<file path="config.mk">
export PLATFORM = sky130hd
export DESIGN_NAME = mac_array_ctrl_flat
export DESIGN_NICKNAME = d
export VERILOG_FILES = /design/src/rtl/mac_array_ctrl_pkg.sv /design/src/rtl/mac_array_ctrl_if.sv /design/src/rtl/mac_array_ctrl_sync_fifo.sv /design/src/rtl/mac_array_ctrl.sv /design/src/flat_wrapper.sv
export SDC_FILE = /design/constraint.sdc
export NUM_CORES = 1
export LEC_CHECK = 0
export ABC_CLOCK_PERIOD_IN_PS = 7200
export CAP_MARGIN = 20
export CORE_ASPECT_RATIO = 1.4
export CORE_UTILIZATION = 57
export CTS_CLUSTER_SIZE = 20
export DETAILED_ROUTE_END_ITERATION = 10
export DONT_BUFFER_PORTS = 1
export PLACE_DENSITY = 0.72
export SLEW_MARGIN = 30
export SYNTH_ARGS = -nofsm -noshare
export SYNTH_HDL_FRONTEND = slang
export SYNTH_SLANG_ARGS = --single-unit
</file>
<file path="constraint.sdc">
create_clock -name i_clk -period 7.2 [get_ports i_clk]
set_input_delay 0.72 -clock i_clk [delete_from_list [all_inputs] [get_ports i_clk]]
set_output_delay 0.72 -clock i_clk [all_outputs]
set_load 0.05 [all_outputs]
</file>
<file path="src/rtl/mac_array_ctrl_pkg.sv">
// Shared definitions for the MAC array sequencer: register map, control/status bit
// positions and FSM state encoding.
package mac_array_ctrl_pkg;

    localparam logic [2:0] AddrCtrl   = 3'd0;
    localparam logic [2:0] AddrStatus = 3'd1;
    localparam logic [2:0] AddrXPush  = 3'd2;
    localparam logic [2:0] AddrBias   = 3'd3;
    localparam logic [2:0] AddrLen    = 3'd4;
    localparam logic [2:0] AddrResPop = 3'd5;
    localparam logic [2:0] AddrResCnt = 3'd6;
    localparam logic [2:0] AddrCycles = 3'd7;

    localparam int unsigned CtrlLoadw = 0;
    localparam int unsigned CtrlStart = 1;
    localparam int unsigned CtrlClear = 2;

    localparam int unsigned StBusy     = 0;
    localparam int unsigned StXFull    = 1;
    localparam int unsigned StXEmpty   = 2;
    localparam int unsigned StResFull  = 3;
    localparam int unsigned StResEmpty = 4;
    localparam int unsigned StDone     = 5;
    localparam int unsigned StUnf      = 6;
    localparam int unsigned StOvf      = 7;

    typedef enum logic [2:0] {
        StIdle,
        StLoadw,
        StStream,
        StDrain,
        StFinish
    } state_e;

    function automatic logic [31:0] sat_inc32(input logic [31:0] v);
        return (v == 32'hFFFF_FFFF) ? v : v + 32'd1;
    endfunction

endpackage

</file>
<file path="src/rtl/mac_array_ctrl_if.sv">
// Register bus plus PE-row stream for the MAC array sequencer.
// The sequencer takes the slave side; host and PE row together form the master side.
interface mac_array_ctrl_if #(
    parameter int unsigned N_PE = 4,
    parameter int unsigned XW   = 8,
    parameter int unsigned YW   = 32
);
    logic [2:0]           reg_addr;
    logic                 reg_read;
    logic                 reg_write;
    logic [31:0]          reg_writedata;
    logic [31:0]          reg_readdata;
    logic                 reg_readdatavalid;
    logic                 load_weight;
    logic                 valid_in;
    logic [N_PE*XW-1:0]   x_in;
    logic [YW-1:0]        y_in;
    logic [YW-1:0]        y_out;
    logic                 valid_out;

    modport slave (
        input  reg_addr, reg_read, reg_write, reg_writedata, y_out, valid_out,
        output reg_readdata, reg_readdatavalid, load_weight, valid_in, x_in, y_in
    );

    modport master (
        output reg_addr, reg_read, reg_write, reg_writedata, y_out, valid_out,
        input  reg_readdata, reg_readdatavalid, load_weight, valid_in, x_in, y_in
    );

endinterface

</file>
<file path="src/rtl/mac_array_ctrl_sync_fifo.sv">
// Synchronous first-word-fall-through FIFO with flush. A push into a full FIFO is
// accepted only when a pop happens in the same cycle; a pop on empty is ignored.
module mac_array_ctrl_sync_fifo #(
    parameter int unsigned W     = 8,
    parameter int unsigned DEPTH = 16
) (
    input  logic                      i_clk,
    input  logic                      i_rst_n,
    input  logic                      i_flush,
    input  logic                      i_push,
    input  logic [W-1:0]              i_wdata,
    input  logic                      i_pop,
    output logic [W-1:0]              o_rdata,
    output logic                      o_full,
    output logic                      o_empty,
    output logic [$clog2(DEPTH):0]    o_count
);

    localparam int unsigned AW = $clog2(DEPTH);
    localparam logic [AW:0] FullCnt = (AW + 1)'(DEPTH);

    logic [W-1:0]  r_mem [DEPTH];
    logic [AW-1:0] r_wptr;
    logic [AW-1:0] r_rptr;
    logic [AW:0]   r_count;
    logic          w_do_push;
    logic          w_do_pop;

    assign w_do_pop  = i_pop && (r_count != '0);
    assign w_do_push = i_push && ((r_count != FullCnt) || w_do_pop);

    always_ff @(posedge i_clk) begin
        if (w_do_push) begin
            r_mem[r_wptr] <= i_wdata;
        end
    end

    always_ff @(posedge i_clk or negedge i_rst_n) begin
        if (!i_rst_n) begin
            r_wptr  <= '0;
            r_rptr  <= '0;
            r_count <= '0;
        end else if (i_flush) begin
            r_wptr  <= '0;
            r_rptr  <= '0;
            r_count <= '0;
        end else begin
            if (w_do_push) begin
                r_wptr <= r_wptr + 1'b1;
            end
            if (w_do_pop) begin
                r_rptr <= r_rptr + 1'b1;
            end
            if (w_do_push && !w_do_pop) begin
                r_count <= r_count + 1'b1;
            end else if (w_do_pop && !w_do_push) begin
                r_count <= r_count - 1'b1;
            end
        end
    end

    assign o_rdata = r_mem[r_rptr];
    assign o_full  = (r_count == FullCnt);
    assign o_empty = (r_count == '0);
    assign o_count = r_count;

endmodule

</file>
<file path="src/rtl/mac_array_ctrl.sv">
// Register-mapped sequencer feeding a MAC PE row: streams queued x vectors into the row
// under result-FIFO credit and collects the row results for the host to pop.
module mac_array_ctrl
    import mac_array_ctrl_pkg::*;
#(
    parameter int unsigned N_PE  = 4,
    parameter int unsigned XW    = 8,
    parameter int unsigned YW    = 32,
    parameter int unsigned DEPTH = 16
) (
    input  logic            i_clk,
    input  logic            i_rst_n,
    mac_array_ctrl_if.slave io_bus
);

    localparam int unsigned XBits = N_PE * XW;
    localparam int unsigned CW    = $clog2(DEPTH) + 1;

    state_e             r_state;
    logic [15:0]        r_len;
    logic [15:0]        r_len_lat;
    logic [15:0]        r_issued;
    logic [15:0]        r_received;
    logic [YW-1:0]      r_bias;
    logic [YW-1:0]      r_bias_lat;
    logic [31:0]        r_cycles;
    logic               r_done;
    logic               r_ovf;
    logic               r_unf;
    logic               r_load_weight;
    logic               r_valid_in;
    logic [XBits-1:0]   r_x_in;
    logic [YW-1:0]      r_y_in;
    logic [31:0]        r_readdata;
    logic               r_readdatavalid;

    logic               w_wr_ctrl;
    logic               w_wr_xpush;
    logic               w_wr_bias;
    logic               w_wr_len;
    logic               w_rd_pop;
    logic               w_clear;
    logic               w_loadw;
    logic               w_start;
    logic               w_busy;
    logic               w_issue;
    logic               w_credit;
    logic [15:0]        w_inflight;
    logic               w_x_pop;
    logic               w_res_pop;
    logic [XBits-1:0]   w_x_rdata;
    logic               w_x_full;
    logic               w_x_empty;
    logic [CW-1:0]      w_x_count;
    logic [YW-1:0]      w_res_rdata;
    logic               w_res_full;
    logic               w_res_empty;
    logic [CW-1:0]      w_res_count;
    logic [31:0]        w_rdata;
    logic               w_unused;

    assign w_wr_ctrl  = io_bus.reg_write && (io_bus.reg_addr == AddrCtrl);
    assign w_wr_xpush = io_bus.reg_write && (io_bus.reg_addr == AddrXPush);
    assign w_wr_bias  = io_bus.reg_write && (io_bus.reg_addr == AddrBias);
    assign w_wr_len   = io_bus.reg_write && (io_bus.reg_addr == AddrLen);
    assign w_rd_pop   = io_bus.reg_read && (io_bus.reg_addr == AddrResPop);

    // CLEAR overrides everything; LOADW overrides START in the same write.
    assign w_clear = w_wr_ctrl && io_bus.reg_writedata[CtrlClear];
    assign w_loadw = w_wr_ctrl && io_bus.reg_writedata[CtrlLoadw] && !w_clear;
    assign w_start = w_wr_ctrl && io_bus.reg_writedata[CtrlStart] &&
                     !io_bus.reg_writedata[CtrlLoadw] && !w_clear;

    assign w_busy = (r_state == StLoadw) || (r_state == StStream) || (r_state == StDrain);

    // Results outstanding in the row plus results parked in the FIFO never exceed DEPTH.
    assign w_inflight = r_issued - r_received;
    assign w_credit   = (32'(w_inflight) + 32'(w_res_count)) < DEPTH;
    assign w_issue    = (r_state == StStream) && !w_x_empty && w_credit &&
                        (r_issued != r_len_lat) && !w_clear;

    assign w_x_pop   = w_issue || ((r_state == StIdle) && w_loadw && !w_x_empty);
    assign w_res_pop = w_rd_pop && !w_res_empty;
    assign w_unused  = ^w_x_count;

    mac_array_ctrl_sync_fifo #(
        .W     (XBits),
        .DEPTH (DEPTH)
    ) u_x_fifo (
        .i_clk   (i_clk),
        .i_rst_n (i_rst_n),
        .i_flush (w_clear),
        .i_push  (w_wr_xpush),
        .i_wdata (io_bus.reg_writedata[XBits-1:0]),
        .i_pop   (w_x_pop),
        .o_rdata (w_x_rdata),
        .o_full  (w_x_full),
        .o_empty (w_x_empty),
        .o_count (w_x_count)
    );

    mac_array_ctrl_sync_fifo #(
        .W     (YW),
        .DEPTH (DEPTH)
    ) u_res_fifo (
        .i_clk   (i_clk),
        .i_rst_n (i_rst_n),
        .i_flush (w_clear),
        .i_push  (io_bus.valid_out),
        .i_wdata (io_bus.y_out),
        .i_pop   (w_res_pop),
        .o_rdata (w_res_rdata),
        .o_full  (w_res_full),
        .o_empty (w_res_empty),
        .o_count (w_res_count)
    );

    always_comb begin
        w_rdata = '0;
        case (io_bus.reg_addr)
            AddrStatus: w_rdata = {24'd0, r_ovf, r_unf, r_done, w_res_empty, w_res_full,
                                   w_x_empty, w_x_full, w_busy};
            AddrBias:   w_rdata = 32'($signed(r_bias));
            AddrLen:    w_rdata = {16'd0, r_len};
            AddrResPop: w_rdata = w_res_empty ? 32'd0 : 32'($signed(w_res_rdata));
            AddrResCnt: w_rdata = 32'(w_res_count);
            AddrCycles: w_rdata = r_cycles;
            default:    w_rdata = '0;
        endcase
    end

    always_ff @(posedge i_clk or negedge i_rst_n) begin
        if (!i_rst_n) begin
            r_readdata      <= '0;
            r_readdatavalid <= 1'b0;
            r_len           <= '0;
            r_bias          <= '0;
            r_ovf           <= 1'b0;
            r_unf           <= 1'b0;
        end else begin
            r_readdatavalid <= io_bus.reg_read;
            if (io_bus.reg_read) begin
                r_readdata <= w_rdata;
            end
            if (w_wr_len) begin
                r_len <= io_bus.reg_writedata[15:0];
            end
            if (w_wr_bias) begin
                r_bias <= io_bus.reg_writedata[YW-1:0];
            end
            if (w_clear) begin
                r_ovf <= 1'b0;
                r_unf <= 1'b0;
            end else begin
                if (w_wr_xpush && w_x_full && !w_x_pop) begin
                    r_ovf <= 1'b1;
                end
                if (w_rd_pop && w_res_empty) begin
                    r_unf <= 1'b1;
                end
            end
        end
    end

    always_ff @(posedge i_clk or negedge i_rst_n) begin
        if (!i_rst_n) begin
            r_state       <= StIdle;
            r_len_lat     <= '0;
            r_bias_lat    <= '0;
            r_issued      <= '0;
            r_received    <= '0;
            r_cycles      <= '0;
            r_done        <= 1'b0;
            r_load_weight <= 1'b0;
            r_valid_in    <= 1'b0;
            r_x_in        <= '0;
            r_y_in        <= '0;
        end else if (w_clear) begin
            r_state       <= StIdle;
            r_issued      <= '0;
            r_received    <= '0;
            r_cycles      <= '0;
            r_done        <= 1'b0;
            r_load_weight <= 1'b0;
            r_valid_in    <= 1'b0;
            r_x_in        <= '0;
            r_y_in        <= '0;
        end else begin
            r_load_weight <= 1'b0;
            r_valid_in    <= 1'b0;
            if (w_busy && io_bus.valid_out) begin
                r_received <= r_received + 16'd1;
            end
            case (r_state)
                StIdle: begin
                    if (w_loadw && !w_x_empty) begin
                        r_state       <= StLoadw;
                        r_load_weight <= 1'b1;
                        r_x_in        <= w_x_rdata;
                    end else if (w_start) begin
                        r_len_lat  <= r_len;
                        r_bias_lat <= r_bias;
                        r_issued   <= '0;
                        r_received <= '0;
                        r_cycles   <= '0;
                        r_state    <= (r_len != 16'd0) ? StStream : StFinish;
                    end
                end
                StLoadw: begin
                    r_state <= StIdle;
                end
                StStream: begin
                    r_cycles <= sat_inc32(r_cycles);
                    if (w_issue) begin
                        r_valid_in <= 1'b1;
                        r_x_in     <= w_x_rdata;
                        r_y_in     <= r_bias_lat;
                        r_issued   <= r_issued + 16'd1;
                        if (r_issued + 16'd1 == r_len_lat) begin
                            r_state <= StDrain;
                        end
                    end
                end
                StDrain: begin
                    r_cycles <= sat_inc32(r_cycles);
                    if (r_received == r_len_lat) begin
                        r_state <= StFinish;
                    end
                end
                StFinish: begin
                    r_done  <= 1'b1;
                    r_state <= StIdle;
                end
                default: r_state <= StIdle;
            endcase
        end
    end

    assign io_bus.reg_readdata      = r_readdata;
    assign io_bus.reg_readdatavalid = r_readdatavalid;
    assign io_bus.load_weight       = r_load_weight;
    assign io_bus.valid_in          = r_valid_in;
    assign io_bus.x_in              = r_x_in;
    assign io_bus.y_in              = r_y_in;

endmodule

</file>
<file path="src/flat_wrapper.sv">
// flat-port wrapper written by rule: the top's interface ports become plain ports
module mac_array_ctrl_flat import mac_array_ctrl_pkg::*;
#(
    parameter int unsigned N_PE  = 4,
    parameter int unsigned XW    = 8,
    parameter int unsigned YW    = 32,
    parameter int unsigned DEPTH = 16
)
  (i_clk, i_rst_n, io_bus_reg_addr, io_bus_reg_read, io_bus_reg_write, io_bus_reg_writedata, io_bus_y_out, io_bus_valid_out, io_bus_reg_readdata, io_bus_reg_readdatavalid, io_bus_load_weight, io_bus_valid_in, io_bus_x_in, io_bus_y_in);
  mac_array_ctrl_if #(.N_PE(N_PE), .XW(XW), .YW(YW)) io_bus_i ();
  input  logic i_clk;
  input  logic i_rst_n;
  input wire logic [$bits(io_bus_i.reg_addr)-1:0] io_bus_reg_addr;
  input wire logic [$bits(io_bus_i.reg_read)-1:0] io_bus_reg_read;
  input wire logic [$bits(io_bus_i.reg_write)-1:0] io_bus_reg_write;
  input wire logic [$bits(io_bus_i.reg_writedata)-1:0] io_bus_reg_writedata;
  input wire logic [$bits(io_bus_i.y_out)-1:0] io_bus_y_out;
  input wire logic [$bits(io_bus_i.valid_out)-1:0] io_bus_valid_out;
  output wire logic [$bits(io_bus_i.reg_readdata)-1:0] io_bus_reg_readdata;
  output wire logic [$bits(io_bus_i.reg_readdatavalid)-1:0] io_bus_reg_readdatavalid;
  output wire logic [$bits(io_bus_i.load_weight)-1:0] io_bus_load_weight;
  output wire logic [$bits(io_bus_i.valid_in)-1:0] io_bus_valid_in;
  output wire logic [$bits(io_bus_i.x_in)-1:0] io_bus_x_in;
  output wire logic [$bits(io_bus_i.y_in)-1:0] io_bus_y_in;
  assign io_bus_i.reg_addr = io_bus_reg_addr;
  assign io_bus_i.reg_read = io_bus_reg_read;
  assign io_bus_i.reg_write = io_bus_reg_write;
  assign io_bus_i.reg_writedata = io_bus_reg_writedata;
  assign io_bus_i.y_out = io_bus_y_out;
  assign io_bus_i.valid_out = io_bus_valid_out;
  assign io_bus_reg_readdata = io_bus_i.reg_readdata;
  assign io_bus_reg_readdatavalid = io_bus_i.reg_readdatavalid;
  assign io_bus_load_weight = io_bus_i.load_weight;
  assign io_bus_valid_in = io_bus_i.valid_in;
  assign io_bus_x_in = io_bus_i.x_in;
  assign io_bus_y_in = io_bus_i.y_in;
  mac_array_ctrl #(.N_PE(N_PE), .XW(XW), .YW(YW), .DEPTH(DEPTH)) u_core (.i_clk(i_clk), .i_rst_n(i_rst_n), .io_bus(io_bus_i));
endmodule
</file>
==> results by group <==
Floorplanning
  • Core footprint: 93860 um2
  • Die Footprint: 95900 um2
  • Die Y: between 300 and 400 um
  • Chip Width: approximately 260 um
  • Row count: 133
  • Initial core utilization: 0.5748
  • Ports: around 170

STA
  • Final worst-path cycle share: 0.7461
  • Setup WS post-layout: 1.828 ns
  • Fin. Hold Viols: 212
  • RSZ-0062 raised after global routing: false
  • Worst-Margin Slew: 1.310 ns
  • Max-slew violation count: 0
  • Worst hold margin: -0.3145 ns
  • FMAX: 186.2 MHz
  • Setup TNS: 0 ns
  • Min Clock Period, post-route: between 5 and 6 ns
  • Slew headroom: 0.1265
  • Setup violations, final: 0
  • Worst clock skew: 0.04724 ns

Synth
  • Synth area leaders: edfxtp_1 57%, dfrtp_1 13%, mux4_2 11%
  • Syn_nets: roughly 3200
  • Cell type with the largest total area after synthesis: edfxtp_1
  • Mapped Avg Cell Area: 17.21 um2
  • Share of the synthesized area in the top cell type: 0.5699
  • Post-synthesis async set-or-reset flop share: 0.2213
  • Post-synthesis cell count: approximately 3100
  • Cell variety after synth: 82
  • Top FF cell, synth: edfxtp_1
  • Flop and latch count out of synthesis: 1315
  • Post-synth EDFFs: 1024
  • Syn. warnings: 0
  • Cell Area, Synth: 53950 um2
  • Sequential share of the synthesized area: 0.7049

Critical path
  • Crit path launch type: register
  • Critical path's slowest cell: and4b_2
  • Kind of critical path: register to register
  • Worst Path Max Fanout: 32
  • Cell Chain, Critical Path: inv_1 -> ha_1 -> fa_1 -> nand2b_1 -> nand2b_1 -> a21oi_1 -> xnor2_1 -> ha_1 -> nor3_1 -> nand4_1 -> a2111oi_2 -> nand4b_1 -> and4bb_1 -> o2111a_2 -> a211oi_4 -> nor2_1 -> and4b_2
  • Max incr delay on CP: 0.94 ns
  • Reg2reg setup slack: about 1.8 ns
  • Critical Path RT: 7.51 ns
  • Family with the most delay on the worst path: simple AND/OR/NAND/NOR gates
  • Data arrival time of the critical path: approximately 5.7 ns
  • CP bufs+invs: 1
  • CP endpoint kind: register

Clocking
  • H-tree depth: 3
  • Worst-case clock buffer depth: 3
  • CTS clk-pin slew, worst paths: 0.07 ns
  • CTS root buf: clkbuf_16
  • Setup bufs post-CTS: 0
  • Skew-Pair Late Insertion Delay: 0.73 ns
  • Post-CTS sizing: 0
  • Hold Buf Count CTS: 1
  • TritonCTS clock tree: done
  • Total CTS buffers: ~120
  • Sink Count: 1315

Place
  • Port-buffer cells: 0
  • Hpwl dp: 78.11 mm
  • Pre-CTS worst setup slack: 1.839 ns
  • GPL Wtd Cong: between 0.8 and 0.9

Outcome
  • Status: complete, but fails checks
  • Failing checks: negative hold slack

GRT
  • Vias in the first global route: about 30000
  • Total GRT Usage: 0.2666
  • Largest net degree at the start of global routing: 292
  • Antenna violations before repair: 2
  • Congestion Overflow GR: 0
  • First-pass GRT wire length: 188.0 mm

Drt
  • Antenna-violating nets left: 0
  • Total wire length: approximately 130 mm
  • DRC Markers: 0
  • Via-to-Cell Ratio: approximately 6.4
  • DRT iter0 DRCs: 2611
  • DR WL/cell: 28.40 um
  • Vias: between 20000 and 30000
  • Drt pass-1 iters: 5

Run
  • Max-Cap Viols: 0

Finish
  • Layout cell share with drive strength beyond 1: 0.2111
  • Fillers: 6529
  • Diode count: 0
  • Commonest non-fill, non-tap cell in the layout: edfxtp_1
  • Area growth, synth to finish: 9.914%
  • Commonest non-fill, non-tap cells in the layout: 1024 x edfxtp_1, 285 x dfrtp_1, 267 x mux4_2, 222 x nand2_1, 126 x nor2_1
  • Fin nets: 3244
  • Finished Core Util: 0.6318

Pwr
  • Leakage Power: 20.43 nW
  • Peak supply drop: 0.0003183 V
  • PD cells: ~340 nW/um2

Worst hold path
  • Min-delay worst type: input port to asynchronous set/reset pin
## cell families after synthesis
| logic type | after synthesis | share of synthesized area |
|---|---|---|
| AO/OA/AOI/OAI | 333 | 0.04038 |
| XOR/XNOR | 104 | 0.01688 |
| adder cells (fa/ha/maj) | 42 | 0.01016 |
| buffers and inverters | 244 | 0.01797 |
| flip-flops | 1315 | 0.7049 |
| multiplexers | 478 | 0.1532 |
| AND/OR/NAND/NOR | 618 | 0.05645 |
## power by group
group	switching (mW)	total [mW]	leakage, nW	internal [mW]
sequential	1.08	9.88	13.1	8.81
clock	2.76	6.16	1.87	3.41
combinational	2.10	4.09	5.51	2.00
total	5.93	20.1	20.4	14.2
## routing by layer
metal	up-vias	wire [um]	GRT usage
li1	12250	-	-
met1	14960	47070	0.3315
met2	1052	65930	0.4602
met3	238	9304	0.05722
met4	4	3938	0.09149
met5	-	28	0
## per-stage QoR
stage | cells | power (mW) | area, um2
CTS | 4442 | 20.26 | 59190
global route | 4446 | 20.91 | 59300
global placement | 4222 | 14.03 | 55320
detailed placement | 4223 | 14.14 | 55350
floorplan | 3134 | 12.90 | 53960
finish | 4446 | 20.14 | 59300
## sequential cells by signal, indices dropped and copies added, names as in the netlist, 32 cells and up
register,count
u_core.io_bus.reg_readdata,32
u_core.io_bus.x_in,32
u_core.u_x_fifo.r_mem,512
u_core.r_bias_lat,32
u_core.r_cycles,32
u_core.io_bus.y_in,32
u_core.u_res_fifo.r_mem,512
u_core.r_bias,32
## worst paths after layout
path / startpoint / endpoint / depth (start not counted)
setup / recovery: u_core.r_issued[0] / u_core.u_x_fifo.r_mem[6][22] / 17
hold / removal: i_rst_n / u_core.io_bus.x_in[15] / 0
setup reg to reg: u_core.r_issued[0] / u_core.u_x_fifo.r_mem[6][22] / 17
hold reg to reg: u_core.r_bias_lat[30] / u_core.io_bus.y_in[30] / 2
max in group asynchronous: i_rst_n / u_core.u_x_fifo.r_rptr[1] / 0
min in group i_clk: io_bus_reg_writedata[16] / u_core.u_x_fifo.r_mem[2][16] / 0
## worst reg2reg max path: cells and delay by family, from the launching register on
kind / cells / cell delay (ns)
AOI/OAI and AO/OA: 4 / 0.97
buffers and inverters: 1 / 0.07
adders and majority gates: 3 / 0.88
xor gates and xnor gates: 1 / 0.14
DFF: 1 / 0.44
and+or+nand+nor: 8 / 2.45
## cell usage after synthesis (7+ instances only)
cell      count
o31ai_1       8
nand4_1      22
clkbuf_1    110
or3_1        15
o22ai_1      46
xnor2_1      48
nor3b_1       7
nand2_1     223
nor2b_1      24
nor3_1       28
o21ai_0      35
mux2i_1      97
edfxtp_1   1024
o21a_1       10
nand3_1      69
mux2_2      113
nor4_1       14
a211oi_1     30
o221ai_1     26
nand2b_1     11
and3_1        9
ha_1         39
mux4_2      267
buf_2        25
buf_1        34
dfrtp_1     291
a21oi_1     116
nor2_1      134
inv_1        70
a221oi_1     13
xor2_1       56
and2_1       18
## final cells by class
| type | instances | area (um2) | share of cell area |
|---|---|---|---|
| clock buffer | 162 | 3308 | 0.05579 |
| clock inverter | 56 | 520.5 | 0.008777 |
| inverter | 71 | 266.5 | 0.004494 |
| multi-input combinational | 1575 | 15120 | 0.2549 |
| sequential | 1315 | 38050 | 0.6416 |
| tap | 1215 | 1520 | 0.02564 |
| timing repair buffer | 52 | 518.0 | 0.008735 |
(Power assumes the default switching activity.)
